$ cat src/rtl/microwave_cook_ctrl.sv
// Microwave oven cook sequencer: keypad entry of M:SS in BCD, 1 s countdown,
// magnetron enable and display blank.
module microwave_cook_ctrl #(
  parameter int TICK_DIV = 100,
  parameter int TICK_W   = 7
) (
  input  logic        clock,
  input  logic        clear,
  input  logic [9:0]  key,
  input  logic        startn,
  input  logic        stopn,
  input  logic        door_closed,
  output logic [3:0]  min_bcd,
  output logic [3:0]  sec_tens_bcd,
  output logic [3:0]  sec_ones_bcd,
  output logic        mag_on,
  output logic        blank,
  output logic        done
);

  // state | meaning
  // IDLE  | no time entered, display blanked, digits 0:00
  // ENTRY | keypad digits being shifted in
  // COOK  | counting down, magnetron on while door closed
  // PAUSE | countdown held by stop or open door
  typedef enum logic [1:0] {IDLE, ENTRY, COOK, PAUSE} state_t;

  state_t            state;
  logic [3:0]        min_d, tens_d, ones_d;
  logic [TICK_W-1:0] presc;
  logic              start_hist, stop_hist, key_hist_idle;

  logic              start_ev, stop_ev, key_ev, key_ok;
  logic [3:0]        key_cnt, key_val;
  logic              time_zero, last_sec, tick;
  logic [3:0]        min_dec, tens_dec, ones_dec;

  assign start_ev = ~startn & start_hist;
  assign stop_ev  = ~stopn & stop_hist;
  assign key_ev   = (key != '0) & key_hist_idle;

  always_comb begin
    key_cnt = '0;
    key_val = '0;
    for (int i = 0; i < 10; i++) begin
      if (key[i]) begin
        key_cnt = key_cnt + 4'd1;
        key_val = 4'(i);
      end
    end
  end

  // Current ones digit moves into the tens position, which cannot exceed 5.
  assign key_ok    = key_ev && (key_cnt == 4'd1) && (ones_d <= 4'd5);
  assign time_zero = (min_d == 4'd0) && (tens_d == 4'd0) && (ones_d == 4'd0);
  assign last_sec  = (min_d == 4'd0) && (tens_d == 4'd0) && (ones_d == 4'd1);
  assign tick      = (presc == TICK_W'(TICK_DIV - 1));

  always_comb begin
    min_dec  = min_d;
    tens_dec = tens_d;
    ones_dec = ones_d - 4'd1;
    if (ones_d == 4'd0) begin
      ones_dec = 4'd9;
      tens_dec = tens_d - 4'd1;
      if (tens_d == 4'd0) begin
        tens_dec = 4'd5;
        min_dec  = min_d - 4'd1;
      end
    end
  end

  always_ff @(posedge clock) begin
    if (clear) begin
      state         <= IDLE;
      min_d         <= '0;
      tens_d        <= '0;
      ones_d        <= '0;
      presc         <= '0;
      done          <= 1'b0;
      start_hist    <= 1'b0;
      stop_hist     <= 1'b0;
      key_hist_idle <= 1'b0;
    end else begin
      start_hist    <= startn;
      stop_hist     <= stopn;
      key_hist_idle <= (key == '0);
      done          <= 1'b0;
      case (state)
        IDLE: begin
          if (key_ok) begin
            min_d  <= tens_d;
            tens_d <= ones_d;
            ones_d <= key_val;
            state  <= ENTRY;
          end
        end
        ENTRY: begin
          if (stop_ev) begin
            min_d  <= '0;
            tens_d <= '0;
            ones_d <= '0;
            state  <= IDLE;
          end else if (start_ev && door_closed && !time_zero) begin
            presc <= '0;
            state <= COOK;
          end else if (key_ok) begin
            min_d  <= tens_d;
            tens_d <= ones_d;
            ones_d <= key_val;
          end
        end
        COOK: begin
          if (stop_ev || !door_closed) begin
            state <= PAUSE;
          end else if (tick) begin
            presc <= '0;
            if (last_sec) begin
              min_d  <= '0;
              tens_d <= '0;
              ones_d <= '0;
              done   <= 1'b1;
              state  <= IDLE;
            end else begin
              min_d  <= min_dec;
              tens_d <= tens_dec;
              ones_d <= ones_dec;
            end
          end else begin
            presc <= presc + TICK_W'(1);
          end
        end
        PAUSE: begin
          // Prescaler is deliberately held so a resumed cook keeps its partial second.
          if (stop_ev) begin
            min_d  <= '0;
            tens_d <= '0;
            ones_d <= '0;
            state  <= IDLE;
          end else if (start_ev && door_closed) begin
            state <= COOK;
          end
        end
        default: state <= IDLE;
      endcase
    end
  end

  assign min_bcd      = min_d;
  assign sec_tens_bcd = tens_d;
  assign sec_ones_bcd = ones_d;
  assign mag_on       = (state == COOK) && door_closed;
  assign blank        = (state == IDLE);

endmodule

$ cat config.mk
export PLATFORM = sky130hd
export DESIGN_NAME = microwave_cook_ctrl
export DESIGN_NICKNAME = d
export VERILOG_FILES = /design/src/rtl/microwave_cook_ctrl.sv
export SDC_FILE = /design/constraint.sdc
export NUM_CORES = 1
export LEC_CHECK = 0
export BUFFER_PORTS_ARGS = -buffer_cell sky130_fd_sc_hd__buf_2
export CORE_MARGIN = 1
export CORE_UTILIZATION = 43
export CTS_CLUSTER_SIZE = 25
export DETAILED_ROUTE_END_ITERATION = 10
export PLACE_DENSITY_LB_ADDON = 0.3
export SYNTH_ARGS = -nofsm -noshare
export SYNTH_HDL_FRONTEND = slang
export SYNTH_SLANG_ARGS = --single-unit
$ cat constraint.sdc
create_clock -name clock -period 9.7 [get_ports clock]
set_input_delay 0.485 -clock clock [delete_from_list [all_inputs] [get_ports clock]]
set_output_delay 0.485 -clock clock [all_outputs]
set_load 0.03 [all_outputs]
==> impl_results.md, run 1 <==
* Outcome: complete, no violations
* Layout Nets at roughly 380
* Final hold violation count at 0
* # DRC at 0
* Critical path class: in -> reg
* Worst setup EP type: flop
* Core area at between 0.005 and 0.006 sq mm
* Row count at 27
* Critical Path Source Type: input pin
* Worst Path Required at around 9900 ps
* Dpl cells at 415
* Most frequent CP cell: ha_1
* Top cell type's share of synthesized area at approximately a fifth
* Longest Clk Path Bufs at 2
* Synth Net Count at between 300 and 400
* Number of synthesized flops with an enable pin at 0
* Area leader, netlist: dfxtp_1
* Area grow syn2layout at 7.261%
* GR Util All Layers at between 20% and 30%
* Mapped Cells at 334
* PD cells at between 100 and 150 mW/mm^2
* Post-CTS Setup Inserts at 0
* GP Congestion at approximately 0.86
* First drt pass iteration count at 4
* Drt total wl at ~6000 um
* Vias/cell at 5.790
* Final cell count without fillers at 419
* Leak at 1.119 nW
* Final setup vio count at 0
* DR iter-0 viols at between 100 and 150
* Share of post-route cells with drive strength above 1 at 12.39%
* Peak per-stage delay on the critical path at 580 ps
* Die Height at 78.23 um
* Min-delay worst type: in -> reg
* Max-cap violations at 0
* GRT overflow at 0
* Crit Path Max Fanout at 15
* Fillcell total at approximately 560
* Synth Warn # at 0
* Via count at approximately 2.4k
* Final Critical Period at 6462 ps
* I/O pin count at 30
* Largest net degree at the start of global routing at 25
* Unrepaired setup endpoints after global routing: no
* Die Wd at 78.23 um
* # port buffers at 29
* Post-CTS Resized at 0
* Die Area at roughly 0.006 sq mm
* Initial antenna violation count at 0
* Synth Flop Type: dfxtp_1
* Fin. max-slew vios at 0
* Relative slew margins at 26.82%
* H-tree levels at 1
* Overall Power at between 0.3 and 0.4 mW
* Multi-input gate area at between 0.0015 and 0.002 sq mm
* CTS buffer count at 3
* Clk_lat worst skew at ~270 ps
* Worst-path clk slew at 90 ps
* Synth Area per Inst at roughly 7.5 sq um
* Setup TNS at 0 ps
* Async SR Flop Fraction at 0%
* Register area share after synthesis at about a fifth
* Area contributors post-synth: dfxtp_1 (20%), ha_1 (7.0%), nor2_1 (5.1%)
* HPWL Detailed at 4406 um
* Reg area at around 500 sq um
* Number of synthesized register bits at 25
* Initial Util at between 40% and 50%
* N_diodes at 0
* Fmax at 154.8 MHz
* VDD IR max at 0.05717 mV
* Commonest cells post-synth: nor2_1 (34), nand2_1 (30), dfxtp_1 (25), a21oi_1 (21), inv_1 (20)
* Critical Path AT at 6660 ps
* CTS tree: done
* Fin crit share at between 60% and 70%
* Mapped Area at around 0.0025 sq mm
* Clock Sinks at 25
* Synth unique cells at 58
* Top-count cell post-synth: nor2_1
* Root Driver: clkbuf_8
* Hold_buf cts at 0
* Post-route antenna net violation count at 0
* Number of global-route vias before repair at roughly 2.2k
* Worst Max-Slew Pin Slew at roughly 1100 ps
* First-pass GRT wire length at 10140 um
* Worst hold margin at about 430 ps
* WL/cell at between 10 and 15 um
* Final Skew at approximately 9.1 ps
* CP max-delay cell: or3_1
==> power by group <==
part | switching, mW | total [mW] | internal [mW] | leakage, nW
Sequential | 0.000260 | 0.103 | 0.103 | 0.202
Combinational | 0.0817 | 0.152 | 0.0702 | 0.894
Clock | 0.0336 | 0.0630 | 0.0294 | 0.0228
==> routing by layer <==
layer  vias up  track usage (%)  wire (um)  part of all wire [%]
li1       1238                -          -                     -
met5         -                0          0                     0
met4         0            3.889         17                  0.29
met1      1139            27.97       2955                    50
met2        47            32.89       2721                    46
met3         2            3.256        198                   3.4
==> cell families after synthesis <==
family,share of synthesized area [%]
and+or+nand+nor,26.84
AOI/OAI and AO/OA,23.74
buffers and inverters,7.110
xor gates and xnor gates,13.57
DFF,20.03
adders and majority gates,7.011
muxes,1.703
==> cell type report <==
| type | instances | share of cell area [%] |
|---|---|---|
| flip-flops and latches | 25 | 18.67 |
| clock buffers | 4 | 1.681 |
| inverters | 21 | 2.941 |
| repair buffers | 29 | 5.415 |
| well taps | 72 | 3.361 |
| multi-input cells | 268 | 67.93 |
==> cells in the final DEF, fill, tap and decap left out, types with 11 or more instances in the layout <==
cell type,count
nand3_1,11
dfxtp_1,25
o21ai_0,17
nand2_1,30
xnor2_1,12
buf_2,29
inv_1,20
ha_1,14
nor2_1,34
a21oi_1,21
==> registers in the layout, summed over array words and instances (netlist names) <==
register       cells
sec_tens_bcd       4
sec_ones_bcd       4
state              2
stop_hist          1
done               1
presc              7
start_hist         1
key_hist_idle      1
min_bcd            4
==> worst paths after layout <==
path	startpoint	endpoint	slack [ps]	cells past startpoint
worst max-delay path	key[0]	state[0]	3240	32
worst min-delay path	startn	start_hist	430	2
worst max register to register	sec_tens_bcd[0]	sec_tens_bcd[3]	5990	9
worst min register to register	presc[5]	presc[5]	490	2
==> through the flow <==
| stage | instance area, sq um | setup WS (ps) | utilization (%) |
|---|---|---|---|
| 6_report | 2680 | 3238 | 48.37 |
| 5_1_grt | 2680 | 2677 | 48.37 |
| 4_1_cts | 2680 | 3262 | 48.37 |
| 3_5_place_dp | 2635 | 3000 | 47.56 |
| 3_3_place_gp | 2635 | 3193 | 47.56 |
| 2_1_floorplan | 2499 | 3679 | - |
==> critical path: cells and delay by family <==
kind	cells	cell delay [ps]
XOR/XNOR	3	550
buffers and inverters	4	270
multiplexers	1	270
adder cells (fa/ha/maj)	8	2260
AND/OR/NAND/NOR	8	1480
AO/OA/AOI/OAI	8	1340
Power figures use the tool's default switching activity.
==> inputs of run 2 (changes only) <==
ABC_AREA = 1   (was default)
clock period = 6.2 ns   (was 9.7 ns; I/O delays follow)
==> impl_results.md, run 2 <==
* Outcome: complete, no violations
* Core area at 0.005608 sq mm (+1.2%)
* H-tree levels at 1 (unchanged)
* CTS tree: done
* Largest net degree at the start of global routing at 16 (-36%)
* Number of global-route vias before repair at 2343 (+6.6%)
* Final setup vio count at 0 (unchanged)
* Worst Setup SP: key[1]
* Crit Path Max Fanout at 12 (-3)
* Synth unique cells at 33 (-43%)
* Critical Path Source Type: input pin
* Leak at 1.402 nW (+25%)
* Reg-to-reg endpoint: min_bcd[2]
* HPWL Detailed at 4523 um (+2.7%)
* Worst hold margin at 256.2 ps (-173.7 ps)
* Clk_lat worst skew at 270 ps (about the same)
* Setup ws final at 976.7 ps (-2262 ps)
* WL/cell at 10.96 um (-22%)
* Comb power frac at 39.9% (-7.8 points)
* Relative slew margins at 19.46% (-7.4 points)
* # DRC at 0 (unchanged)
* PD cells at 159.0 mW/mm^2 (+34%)
* Register area share after synthesis at 19.70% (-0.33 points)
* Final Skew at 5.314 ps (-3.755 ps)
* Mapped Cells at 412 (+23%)
* DR iter-0 viols at 105 (-29%)
* CP max-delay cell: ha_1
* Setup WS pre-CTS at 689.8 ps (-2310 ps)
* Die Height at 78.86 um (+0.80%)
* Worst setup EP type: flop
* Area leader, netlist: dfxtp_1
* Internal at 0.2675 mW (+32%)
* Mapped Area at 0.002540 sq mm (+1.7%)
* Number of synthesized register bits at 25 (unchanged)
* Worst Max-Slew Pin Slew at 1200 ps (+113.9 ps)
* Peak per-stage delay on the critical path at 320 ps (-260 ps)
* Post-CTS Resized at 0 (unchanged)
* Die Wd at 78.86 um (+0.80%)
* Sw Pwr at 0.1761 mW (+52%)
* First-pass GRT wire length at 9804 um (-3.3%)
* Synth Area per Inst at 6.165 sq um (-18%)
* Area contributors post-synth: dfxtp_1 (20%), nand2_1 (11%), inv_1 (11%)
* Root Driver: clkbuf_8
* Top-count cell post-synth: nand2_1
* Most frequent CP cell: nand2_1
* Async SR Flop Fraction at 0% (unchanged)
* Worst Path Required at 6400 ps (-3500 ps)
* Commonest cells post-synth: nand2_1 (77), inv_1 (72), nor2_1 (41), nand3_1 (37), dfxtp_1 (25)
* CTS buffer count at 3 (unchanged)
* Setup TNS at 0 ps (unchanged)
* Max-cap violations at 0 (unchanged)
* GR Util All Layers at 19.08% (-1.1 points)
* Unrepaired setup endpoints after global routing: no
* Fmax at between 150 and 200 MHz
* Clk network pwr share at 22.2% (+2.4 points)
* Synth Net Count at 441 (+21%)
* Drt total wl at 5601 um (-5.0%)
* Top cell type's share of synthesized area at 19.70% (-0.33 points)
* Reg-to-Reg Start: sec_tens_bcd[0]
* VDD IR max at 0.08874 mV (+55%)
* Max reg flops at 7 (unchanged)
* Vias/cell at 5.102 (-12%)
* Fin. max-slew vios at 0 (unchanged)
* Most common cell after layout, fill and taps aside: nand2_1
* Share of post-route cells with drive strength above 1 at 20.96% (+8.6 points)
* Final hold violation count at 0 (unchanged)
* # port buffers at 29 (unchanged)
* Die Area at 0.006218 sq mm (+1.6%)
* Synth Flop Type: dfxtp_1
* Synth Warn # at 0 (unchanged)
* Worst reg2reg setup slack at 3350 ps (-2640 ps)
* Area grow syn2layout at 9.852%
* Critical Path AT at 5430 ps (-1230 ps)
* Initial antenna violation count at 0 (unchanged)
* R2r worst-path depth at 15 (+6)
* Post-route antenna net violation count at 0 (unchanged)
* Via count at 2607 (+7.5%)
* Critical path destination: min_bcd[0]
* Clock Sinks at 25 (unchanged)
* GP Congestion at 0.8677 (+0.91%)
* Overall Power at 0.4436 mW (+39%)
* Switching Share at 39.70% (+3.4 points)
* Fin crit share at a little over four fifths
* Number of synthesized flops with an enable pin at 0 (unchanged)
* Layout Nets at 469 (+24%)
* Worst-path clk slew at 90 ps (about the same)
* Flop pwr share at 37.9% (+5.4 points)
* Row count at 27 (unchanged)
* Critical path class: in -> reg
* First drt pass iteration count at 4 (unchanged)
* N_diodes at 0 (unchanged)
* Post-CTS Setup Inserts at 0 (unchanged)
* Biggest register: presc
* GRT overflow at 0 (unchanged)
* Longest Clk Path Bufs at 2 (unchanged)
* Final Critical Period at between 5000 and 6000 ps
* I/O pin count at 30 (unchanged)
* Min-delay worst type: in -> reg
* Commonest cells after routing, fill and taps aside: nand2_1 (77), inv_1 (72), nor2_1 (41)
* Hold_buf cts at 0 (unchanged)
* Initial Util at 45.29% (+0.19 points)
[run 2: cell count changes after synthesis, sizes merged, moves of 8 or more]
cell,change
nand2,+71
inv,+53
nand3,+45
xnor2,-15
clkbuf,-10
nor2,+9
a31oi,-8
nand2b,-8
[run 2: through the flow]
step	cell area (sq um)	util [%]	std cells
detailed placement	2744	48.93	507
floorplan	2540	-	412
CTS	2790	49.75	511
global route	2790	49.75	511
finish	2790	49.75	511
global placement	2744	48.93	507
[run 2: routing by layer]
metal  wire [um]  track usage, %
met1        2822           25.73
met4          42           4.000
met2        2512           32.17
met3         224           2.759
met5           0               0
[run 2: worst max-delay path: cells and delay by family]
family          cells  cell delay [ps]
compound gates      1              190
fa+ha+maj           8             2200
buf+inv             7              530
simple gates       21             2190
[run 2: area by class of cell]
type	instances	area (sq um)
well taps	72	90.09
repair buffers	30	152.6
clock buffers	3	41.29
clock inverters	1	5.005
flip-flops and latches	25	500.5
fillers	604	2818
multi-input cells	305	1719
inverters	75	281.5
[run 2: worst min-delay path by stage]
stage | from | endpoint | cells past startpoint
finish | startn | start_hist | 3
global route | startn | start_hist | 3
CTS | startn | start_hist | 3
detailed placement | presc[0] | presc[0] | 2
global placement | presc[0] | presc[0] | 2
floorplan | clear | state[1] | 1
[run 2: logic make-up after synthesis]
| kind of cell | after synthesis | synth area share, % |
|---|---|---|
| AO/OA/AOI/OAI | 59 | 13.55 |
| XOR/XNOR | 6 | 2.069 |
| adder cells (fa/ha/maj) | 14 | 6.897 |
| buffers and inverters | 82 | 12.61 |
| flip-flops | 25 | 19.70 |
| AND/OR/NAND/NOR | 226 | 45.17 |
[run 2: power groups by stage]
stage | Clock (mW) | Sequential, mW | Combinational (mW)
floorplan | 0 | 0.175 | 0.139
detailed placement | 0 | 0.172 | 0.178
finish | 0.0986 | 0.168 | 0.177
global placement | 0 | 0.172 | 0.174
CTS | 0.102 | 0.168 | 0.178
global route | 0.107 | 0.169 | 0.206
==> inputs of run 3 (changes only) <==
ABC_AREA = 0   (was 1)
clock period = 5.5 ns   (was 6.2 ns; I/O delays follow)
==> impl_results.md, run 3 (synthesis results as in run 1) <==
* Core Util, Final at 57.95% (+8.2 points)
* GR Util All Layers at 21.95% (+2.9 points)
* Initial antenna violation count at 0 (unchanged)
* Share of post-route cells with drive strength above 1 at 29.66% (+8.7 points)
* Core area at 0.005540 sq mm (-1.2%)
* Worst Path Required at 5710 ps (-690 ps)
* Root Driver: clkbuf_8
* Area after DPL at 0.002883 sq mm (+5.1%)
* Fillcell total at 517 (-14%)
* VDD IR max at 0.1268 mV (+43%)
* Final setup vio count at 1 (+1)
* Leak at 1.313 nW (-6.4%)
* # port buffers at 29 (unchanged)
* CP max-delay cell: or3_4
* Die Area at 0.006120 sq mm (-1.6%)
* GP Congestion at 0.8184 (-5.7%)
* GRT overflow at 0 (unchanged)
* Min-delay worst type: in -> reg
* Die Wd at 78.23 um (-0.79%)
* Setup ws final at -0.6404 ps (-977.3 ps)
* Die Height at 78.23 um (-0.79%)
* First drt pass iteration count at 7 (+3)
* Final Critical Period at ~5500 ps
* Critical Path Source Type: input pin
* Largest net degree at the start of global routing at 25 (+9)
* Worst hold margin at 231.5 ps (-24.67 ps)
* Clock Sinks at 25 (unchanged)
* Most frequent CP cell: ha_4
* Most common cell after layout, fill and taps aside: buf_4
* PD cells at 224.9 mW/mm^2 (+41%)
* Initial Util at 45.10% (-0.19 points)
* Max reg flops at 7 (unchanged)
* DR iter-0 viols at 213 (+100%)
* HPWL Detailed at 4627 um (+2.3%)
* Commonest cells after routing, fill and taps aside: buf_4 (33), nor2_1 (32), nand2_1 (27), buf_2 (27), dfxtp_1 (25)
* Failing checks: negative setup slack
* H-tree levels at 1 (unchanged)
* Biggest register: presc
* Post-route antenna net violation count at 0 (unchanged)
* Final Skew at 3.086 ps (-2.228 ps)
* Worst setup EP type: flop
* Number of global-route vias before repair at 2322 (-0.90%)
* Worst Max-Slew Pin Slew at 1222 ps (+22.27 ps)
* Row count at 27 (unchanged)
* Via count at 2648 (+1.6%)
* Setup TNS at -0.6404 ps (-0.6404 ps)
* Dpl cells at 437 (-14%)
* Relative slew margins at 17.65% (-1.8 points)
* Fmax at 181.8 MHz
* First-pass GRT wire length at 10920 um (+11%)
* WL/cell at 14.85 um (+36%)
* Drt total wl at 6728 um (+20%)
* Area grow syn2layout at 28.49%
* Layout Nets at 411 (-12%)
* Peak per-stage delay on the critical path at 410 ps (+90 ps)
* Longest Clk Path Bufs at 2 (unchanged)
* CTS tree: done
* Unrepaired setup endpoints after global routing: yes
* Fin crit share at 100.0%
* Reg area at 500.5 sq um (unchanged)
* Critical path class: in -> reg
* Final cell count without fillers at 453 (-11%)
* # DRC at 0 (unchanged)
* Multi-input gate area at 0.002061 sq mm (+20%)
* Worst-path clk slew at 90 ps (about the same)
* CTS buffer count at 3 (unchanged)
* I/O pin count at 30 (unchanged)
* Max-cap violations at 0 (unchanged)
* Final hold violation count at 0 (unchanged)
* N_diodes at 0 (unchanged)
* Vias/cell at 5.845 (+15%)
* Finished Cell Area at 0.003211 sq mm (+15%)
* Outcome: finished, violations left
* Clk_lat worst skew at 270 ps (about the same)
* Fin. max-slew vios at 0 (unchanged)
* Critical Path AT at 5710 ps (+280 ps)
* Crit Path Max Fanout at 7 (-5)
[run 3: layout make-up]
class | count | share of cell area (%)
Multi-Input combinational cell | 268 | 64.19
Timing Repair Buffer | 63 | 12.98
Sequential cell | 25 | 15.59
Clock buffer | 3 | 1.286
Clock inverter | 1 | 0.2338
Tap cell | 72 | 2.806
Inverter | 21 | 2.923
[run 3: stage by stage]
stage / total power [mW] / setup slack [ps]
2_1_floorplan: 0.4260 / -95.87
3_3_place_gp: 0.5126 / -314.6
3_5_place_dp: 0.5220 / -520.7
4_1_cts: 0.6638 / 42.31
5_1_grt: 0.7761 / -244.6
6_report: 0.7220 / -0.6404
[run 3: worst paths after layout]
kind,startpoint,end,slack [ps],depth (start not counted)
min reg2reg,presc[5],presc[5],500,2
max reg2reg,sec_tens_bcd[0],sec_tens_bcd[3],1790,9
min,startn,start_hist,230,2
max,key[1],state[0],-0.6,33
[run 3: layer usage]
layer  GRT usage (%)  part of all wire (%)  wire (um)
met4           6.667                   1.5        101
met3           2.442                   2.9        197
met5               0                     0          0
met2           37.28                    49       3321
met1           29.02                    46       3107
[run 3: power by group]
part	switching, mW	total, mW	internal, mW	leakage [nW]
combinational	0.197	0.424	0.228	1.09
clock	0.0640	0.115	0.0514	0.0217
sequential	0.000468	0.182	0.182	0.202
total	0.261	0.722	0.461	1.31
[run 3: critical path, delay by kind of cell]
family | cells | cell delay [ps]
AND/OR/NAND/NOR | 8 | 1180
buffers and inverters | 5 | 370
AO/OA/AOI/OAI | 8 | 1060
adder cells (fa/ha/maj) | 8 | 2080
multiplexers | 1 | 280
XOR/XNOR | 3 | 460
[run 3: timing repair]
item | in CTS | in global routing
hold endpoints to repair | 0 | 0
pin swaps | 9 | 26
endpoints found under the setup margin | 12 | 13
gates resized for setup | 8 | 29
cloned | 1 | 0
hold buffers | 0 | 0
buffers inserted | 5 | 7
